--- config.mk ---
export PLATFORM = sky130hd
export DESIGN_NAME = decode_stage
export DESIGN_NICKNAME = d
export VERILOG_FILES = /design/src/rtl/decode_stage.sv
export SDC_FILE = /design/constraint.sdc
export NUM_CORES = 1
export LEC_CHECK = 0
export BUFFER_PORTS_ARGS = -buffer_cell sky130_fd_sc_hd__buf_4
export CAP_MARGIN = 20
export CELL_PAD_IN_SITES_DETAIL_PLACEMENT = 0
export CELL_PAD_IN_SITES_GLOBAL_PLACEMENT = 1
export CORE_MARGIN = 4
export CORE_UTILIZATION = 35
export DETAILED_ROUTE_END_ITERATION = 10
export GPL_ROUTABILITY_DRIVEN = 0
export PLACE_DENSITY = 0.71
export SYNTH_ARGS = -nofsm -noshare
export SYNTH_HDL_FRONTEND = slang
export SYNTH_SLANG_ARGS = --single-unit
--- constraint.sdc ---
create_clock -name clk -period 1.4 [get_ports clk]
set_clock_uncertainty 0.05 [all_clocks]
set_input_delay 0.07 -clock clk [delete_from_list [all_inputs] [get_ports clk]]
set_output_delay 0.07 -clock clk [all_outputs]
set_load 0.01 [all_outputs]
--- src/rtl/decode_stage.sv ---
// Registered, handshaked instruction decoder: assembles an opcode byte plus optional
// little-endian immediate bytes and presents one decoded instruction per valid/ready transfer.
module decode_stage #(
    parameter int unsigned DATA_W       = 8,
    parameter int unsigned IMM_BYTES    = 1,
    parameter int unsigned HAS_IMM_LDI  = 1,
    parameter int unsigned HAS_IMM_JMP  = 1,
    parameter int unsigned HAS_IMM_CALL = 1
) (
    input  logic                        clk,
    input  logic                        reset,
    input  logic                        flush,
    input  logic                        in_valid,
    output logic                        in_ready,
    input  logic [DATA_W-1:0]           in_byte,
    output logic                        out_valid,
    input  logic                        out_ready,
    output logic [7:0]                  out_opcode,
    output logic [2:0]                  out_operand1,
    output logic [2:0]                  out_operand2,
    output logic [2:0]                  out_iaddr,
    output logic                        out_iwe,
    output logic [2:0]                  out_oaddr,
    output logic                        out_ore,
    output logic [3:0]                  out_alu_mode,
    output logic                        out_alu_en,
    output logic [IMM_BYTES*DATA_W-1:0] out_imm,
    output logic [2:0]                  out_len,
    output logic                        out_illegal
);

    localparam logic [7:0] OP_MOV  = 8'h01;
    localparam logic [7:0] OP_LDI  = 8'h02;
    localparam logic [7:0] OP_LDX  = 8'h03;
    localparam logic [7:0] OP_STX  = 8'h04;
    localparam logic [7:0] OP_PUSH = 8'h05;
    localparam logic [7:0] OP_POP  = 8'h06;
    localparam logic [7:0] OP_ALU  = 8'h07;
    localparam logic [7:0] OP_CMP  = 8'h08;
    localparam logic [7:0] OP_JMP  = 8'h09;
    localparam logic [7:0] OP_CALL = 8'h0A;

    localparam logic [3:0] ALU_SUB = 4'h1;
    localparam logic [2:0] REG_A   = 3'd0;
    localparam logic [2:0] REG_H   = 3'd6;

    typedef enum logic [1:0] {FETCH, IMM, OUT} state_t;

    state_t     state;
    logic       rdy_q;
    logic [2:0] imm_cnt;

    logic [7:0] op;
    logic [7:0] d_opcode;
    logic [2:0] d_iaddr;
    logic       d_iwe;
    logic [2:0] d_oaddr;
    logic       d_ore;
    logic [3:0] d_alu_mode;
    logic       d_alu_en;
    logic       d_illegal;
    logic       d_needs;
    logic [2:0] d_len;

    assign op       = in_byte[7:0];
    assign in_ready = rdy_q & ~flush;

    always_comb begin
        d_opcode   = op;
        d_iaddr    = '0;
        d_iwe      = 1'b0;
        d_oaddr    = '0;
        d_ore      = 1'b0;
        d_alu_mode = '0;
        d_alu_en   = 1'b0;
        d_illegal  = 1'b0;
        d_needs    = 1'b0;
        casez (op)
            8'b01??????: begin
                d_opcode = OP_MOV;
                d_iaddr  = op[5:3];
                d_iwe    = 1'b1;
                d_oaddr  = op[2:0];
                d_ore    = 1'b1;
            end
            8'b10??????: begin
                d_opcode   = OP_ALU;
                d_iaddr    = REG_A;
                d_iwe      = 1'b1;
                d_alu_mode = {op[3], op[2:0]};
                d_alu_en   = 1'b1;
            end
            8'b11000???: begin
                d_opcode   = OP_CMP;
                d_alu_mode = ALU_SUB;
                d_alu_en   = 1'b1;
            end
            8'b00000???: begin
                d_opcode = OP_LDI;
                d_iaddr  = op[2:0];
                d_iwe    = 1'b1;
                d_needs  = (HAS_IMM_LDI != 0);
            end
            8'b00001???: begin
                d_opcode = OP_LDX;
                d_iaddr  = op[2:0];
                d_iwe    = 1'b1;
            end
            8'b00010???: begin
                d_opcode = OP_POP;
                d_iaddr  = op[2:0];
                d_iwe    = 1'b1;
            end
            8'b00011???: begin
                d_opcode = OP_STX;
                d_oaddr  = op[2:0];
                d_ore    = 1'b1;
            end
            8'b00100???: begin
                d_opcode = OP_PUSH;
                d_oaddr  = op[2:0];
                d_ore    = 1'b1;
            end
            8'b00101000: begin
                d_opcode = OP_JMP;
                d_needs  = (HAS_IMM_JMP != 0);
            end
            8'b00101001: begin
                d_opcode = OP_CALL;
                d_iaddr  = REG_H;
                d_iwe    = 1'b1;
                d_oaddr  = REG_H;
                d_ore    = 1'b1;
                d_needs  = (HAS_IMM_CALL != 0);
            end
            default: d_illegal = 1'b1;
        endcase
        d_len = d_needs ? 3'(IMM_BYTES + 1) : 3'd1;
    end

    // The output registers double as the holding register while immediates arrive.
    always_ff @(posedge clk) begin
        if (reset) begin
            state        <= FETCH;
            rdy_q        <= 1'b1;
            imm_cnt      <= '0;
            out_valid    <= 1'b0;
            out_opcode   <= '0;
            out_operand1 <= '0;
            out_operand2 <= '0;
            out_iaddr    <= '0;
            out_iwe      <= 1'b0;
            out_oaddr    <= '0;
            out_ore      <= 1'b0;
            out_alu_mode <= '0;
            out_alu_en   <= 1'b0;
            out_imm      <= '0;
            out_len      <= '0;
            out_illegal  <= 1'b0;
        end else if (flush) begin
            state     <= FETCH;
            rdy_q     <= 1'b1;
            out_valid <= 1'b0;
        end else begin
            case (state)
                FETCH: begin
                    if (in_valid) begin
                        out_opcode   <= d_opcode;
                        out_operand1 <= op[5:3];
                        out_operand2 <= op[2:0];
                        out_iaddr    <= d_iaddr;
                        out_iwe      <= d_iwe;
                        out_oaddr    <= d_oaddr;
                        out_ore      <= d_ore;
                        out_alu_mode <= d_alu_mode;
                        out_alu_en   <= d_alu_en;
                        out_imm      <= '0;
                        out_len      <= d_len;
                        out_illegal  <= d_illegal;
                        imm_cnt      <= '0;
                        if (d_needs) begin
                            state <= IMM;
                        end else begin
                            state     <= OUT;
                            rdy_q     <= 1'b0;
                            out_valid <= 1'b1;
                        end
                    end
                end
                IMM: begin
                    if (in_valid) begin
                        for (int unsigned k = 0; k < IMM_BYTES; k++) begin
                            if (imm_cnt == 3'(k))
                                out_imm[k*DATA_W +: DATA_W] <= in_byte;
                        end
                        imm_cnt <= imm_cnt + 3'd1;
                        if (imm_cnt == 3'(IMM_BYTES - 1)) begin
                            state     <= OUT;
                            rdy_q     <= 1'b0;
                            out_valid <= 1'b1;
                        end
                    end
                end
                OUT: begin
                    if (out_ready) begin
                        state     <= FETCH;
                        rdy_q     <= 1'b1;
                        out_valid <= 1'b0;
                    end
                end
                default: begin
                    state     <= FETCH;
                    rdy_q     <= 1'b1;
                    out_valid <= 1'b0;
                end
            endcase
        end
    end

endmodule
==> flow_summary.ini <==
[cells_and_area]
utilization_pct = 53.89
area_growth_pct = 47.84
multi_input_area_sq_um = 1281
seq_area_sq_um = 903.4
finalNetCount = 361
drive_gt1_share_pct = 43.15
diodes = 0
nFillCells = 604

[logic_synthesis]
syn_area_per_cell_sq_um = 8.480
synthFlopType = dfxtp_1
syn_nets = 274
synth_cell_types = 49
ys_ff_latch = 45
synth_top_area_cell = dfxtp_1
synth_area_sq_um = 2171
async_reset_ff_share_pct = 0
ys_warn_count = 0
synth_top_cell_area_share_pct = 41.50
synth_seq_area_share_pct = 41.50
postSynthCellCount = 256
synth.area.top_cells = dfxtp_1 (41%), a21oi_1 (7.6%), nand2_1 (5.9%)
synth_edf_count = 0
synth.most_common_cell = dfxtp_1
synth_common_cells = dfxtp_1 (45), nand2_1 (34), a21oi_1 (33)

[timing]
setup_violations = 39
worst_slack_ns = -0.1885
slew_violations = 0
period_share_pct = 113.5
rsz0062_at_grt = yes
fmax_ghz = 0.6295
fin_crit_ns = 1.588
finalHoldViolations = 0

[routing]
vias = 2126
drc_errors = 0
finalWirelength_microns = 6266
routed_via_density = 5.086
wire_per_inst_microns = 14.99
drt-pass1-iter-count = 4
drtIter0Drc = 109
drtAntennaViolNets = 0

[cts]
cts_buffers = 5
cts_hold_buf = 0
insertion_delay_ns = 0.30
cts.sinks = 45
htreeDepth = 2
cts_tree = built
root_buffer = clkbuf_8
clk_pin_slew_ns = 0.08
clockBufferDepth = 2

[setup_path]
cp.required_ns = 1.55
end_kind = flip-flop
reg2reg_depth = 5
crit_path_start_kind = flip-flop
cp_top_family = simple AND/OR/NAND/NOR gates
timing.rr.start = state[1]$_SDFFE_PP0P_
cp.depth = 5
cp_max_fo = 7
crit_slowest_cell = or4b_4
rrSetupSlack_ns = -0.19
cp.arrival_ns = 1.73
slowest_delay_ns = 0.55
crit_buf_inv = 1
worst_r2r_endpoint = out_opcode[1]$_SDFFE_PP0P_
critical_path_class = reg -> reg
path_cells = or4b_4 -> buf_8 -> nor3b_2 -> a31oi_1 -> o41ai_2

[placed_design]
hpwlAfterDp_microns = 4447
dp_slack_ns = -0.1743
io_buffers = 52

[global_route]
grt_pass1_vias = 2136
grt_max_degree = 27
globalRouteTotalUtil_pct = 17.70
grt-ovfl-total = 0
antenna_found_initial = 0
grt_pass1_wl_microns = 10520

[hold_path]
hold_class = in -> reg
hold-path-endpoint = out_imm[0]$_SDFFE_PP0P_
whs_path_depth = 3
hold_path.startpoint = in_byte[0]

[power_and_ir_drop]
ir_worst_vdd_uv = 400.6
p_leak_nw = 1.309
p_per_area_nw_per_um2 = 871.9

[floorplan]
start_util_pct = 36.45
row_count = 28
dieArea_sq_um = 7526
die_y_microns = 86.76
core_sq_um = 5956
io_pins = 54
die_x_microns = 86.76

[outcome]
status = finished, violations left
violations = setup timing

[run]
cap_violations = 0
power by group:
| group | internal (mW) | switching (mW) | leakage, nW |
|---|---|---|---|
| registers | 1.33 | 0.0285 | 0.367 |
| logic | 0.308 | 0.320 | 0.897 |
| clock network | 0.392 | 0.415 | 0.0443 |
layout by cell type, fill, tap and decap left out, drive strengths merged, types with 2 or more instances in the layout:
cell type / synthesis / routed
a211oi: 9 / 9
a21o: 3 / 3
a21oi: 36 / 36
a221oi: 2 / 2
a22oi: 3 / 3
and2: 2 / 2
buf: 12 / 100
clkbuf: 8 / 7
dfxtp: 45 / 45
ha: 5 / 5
inv: 6 / 6
nand2: 34 / 34
nand2b: 6 / 6
nand3: 16 / 16
nand3b: 2 / 2
nand4: 2 / 2
nor2: 22 / 22
nor2b: 4 / 4
nor3: 7 / 7
nor3b: 5 / 5
o21ai: 5 / 5
o21bai: 2 / 2
or3b: 2 / 2
logic make-up after synthesis:
group	count (synthesis)	synth area share, %
xor+xnor	1	0.4035
buf+inv	26	6.455
flops	45	41.50
compound gates	68	22.08
simple gates	110	26.51
fa+ha+maj	5	2.882
other cells	1	0.1727
timing repair:
item,CTS,global route
cloned,3,0
gates resized for setup,26,15
endpoints found under the setup margin,39,44
setup buffers,2,2
pin swaps,14,7
per-stage QoR:
stage                     power, mW  std cells  hold WS [ns]  cell area [sq um]  setup TNS, ns
after floorplan               1.697        256        0.1364               2231        -0.5268
after global placement        1.939        404        0.3691               2889         -4.089
after detailed placement      1.943        404        0.3758               2889         -4.281
after CTS                     2.817        416       0.05792               3128         -2.861
after global routing          2.956        418       0.07089               3209         -5.596
final                         2.798        418       0.06928               3209         -3.102
state kept, by name, indices dropped and copies added (netlist names):
signal	flops
imm_cnt	3
out_operand2	3
out_iaddr	3
out_operand1	3
out_iwe	1
out_alu_mode	4
out_opcode	8
out_imm	8
state	2
out_oaddr	3
out_valid	1
out_illegal	1
out_len	2
rdy_q	1
out_alu_en	1
out_ore	1
routing by layer:
layer	share of wire [%]	GRT usage (%)	up-vias
li1	-	-	1071
met1	46	23.13	993
met2	48	28.86	56
met3	5.0	3.897	6
met4	1.3	5.949	0
met5	0	0	-
worst max-delay path by stage:
stage                          startpoint                    endpoint
floorplan           state[1]$_SDFFE_PP0P_        out_iwe$_SDFFE_PP0P_
global placement    state[1]$_SDFFE_PP0P_        out_iwe$_SDFFE_PP0P_
detailed placement  state[1]$_SDFFE_PP0P_     out_imm[6]$_SDFFE_PP0P_
CTS                 state[1]$_SDFFE_PP0P_  out_opcode[0]$_SDFFE_PP0P_
global route        state[1]$_SDFFE_PP0P_  out_opcode[1]$_SDFFE_PP0P_
finish              state[1]$_SDFFE_PP0P_  out_opcode[1]$_SDFFE_PP0P_
worst register-to-register path: stages (launching register included):
cell and delay (ns):
dfxtp_2 0.33, or4b_4 0.55, buf_8 0.17, nor3b_2 0.16, a31oi_1 0.15, o41ai_2 0.08
cell type report:
class                           count  area share, %
Clock buffer                        7          2.690
Inverter                            6         0.7018
Multi-Input combinational cell    185          39.92
Sequential cell                    45          28.15
Tap cell                           75          2.924
Timing Repair Buffer              100          25.61
Note: power is estimated with default switching activity, not from simulation.
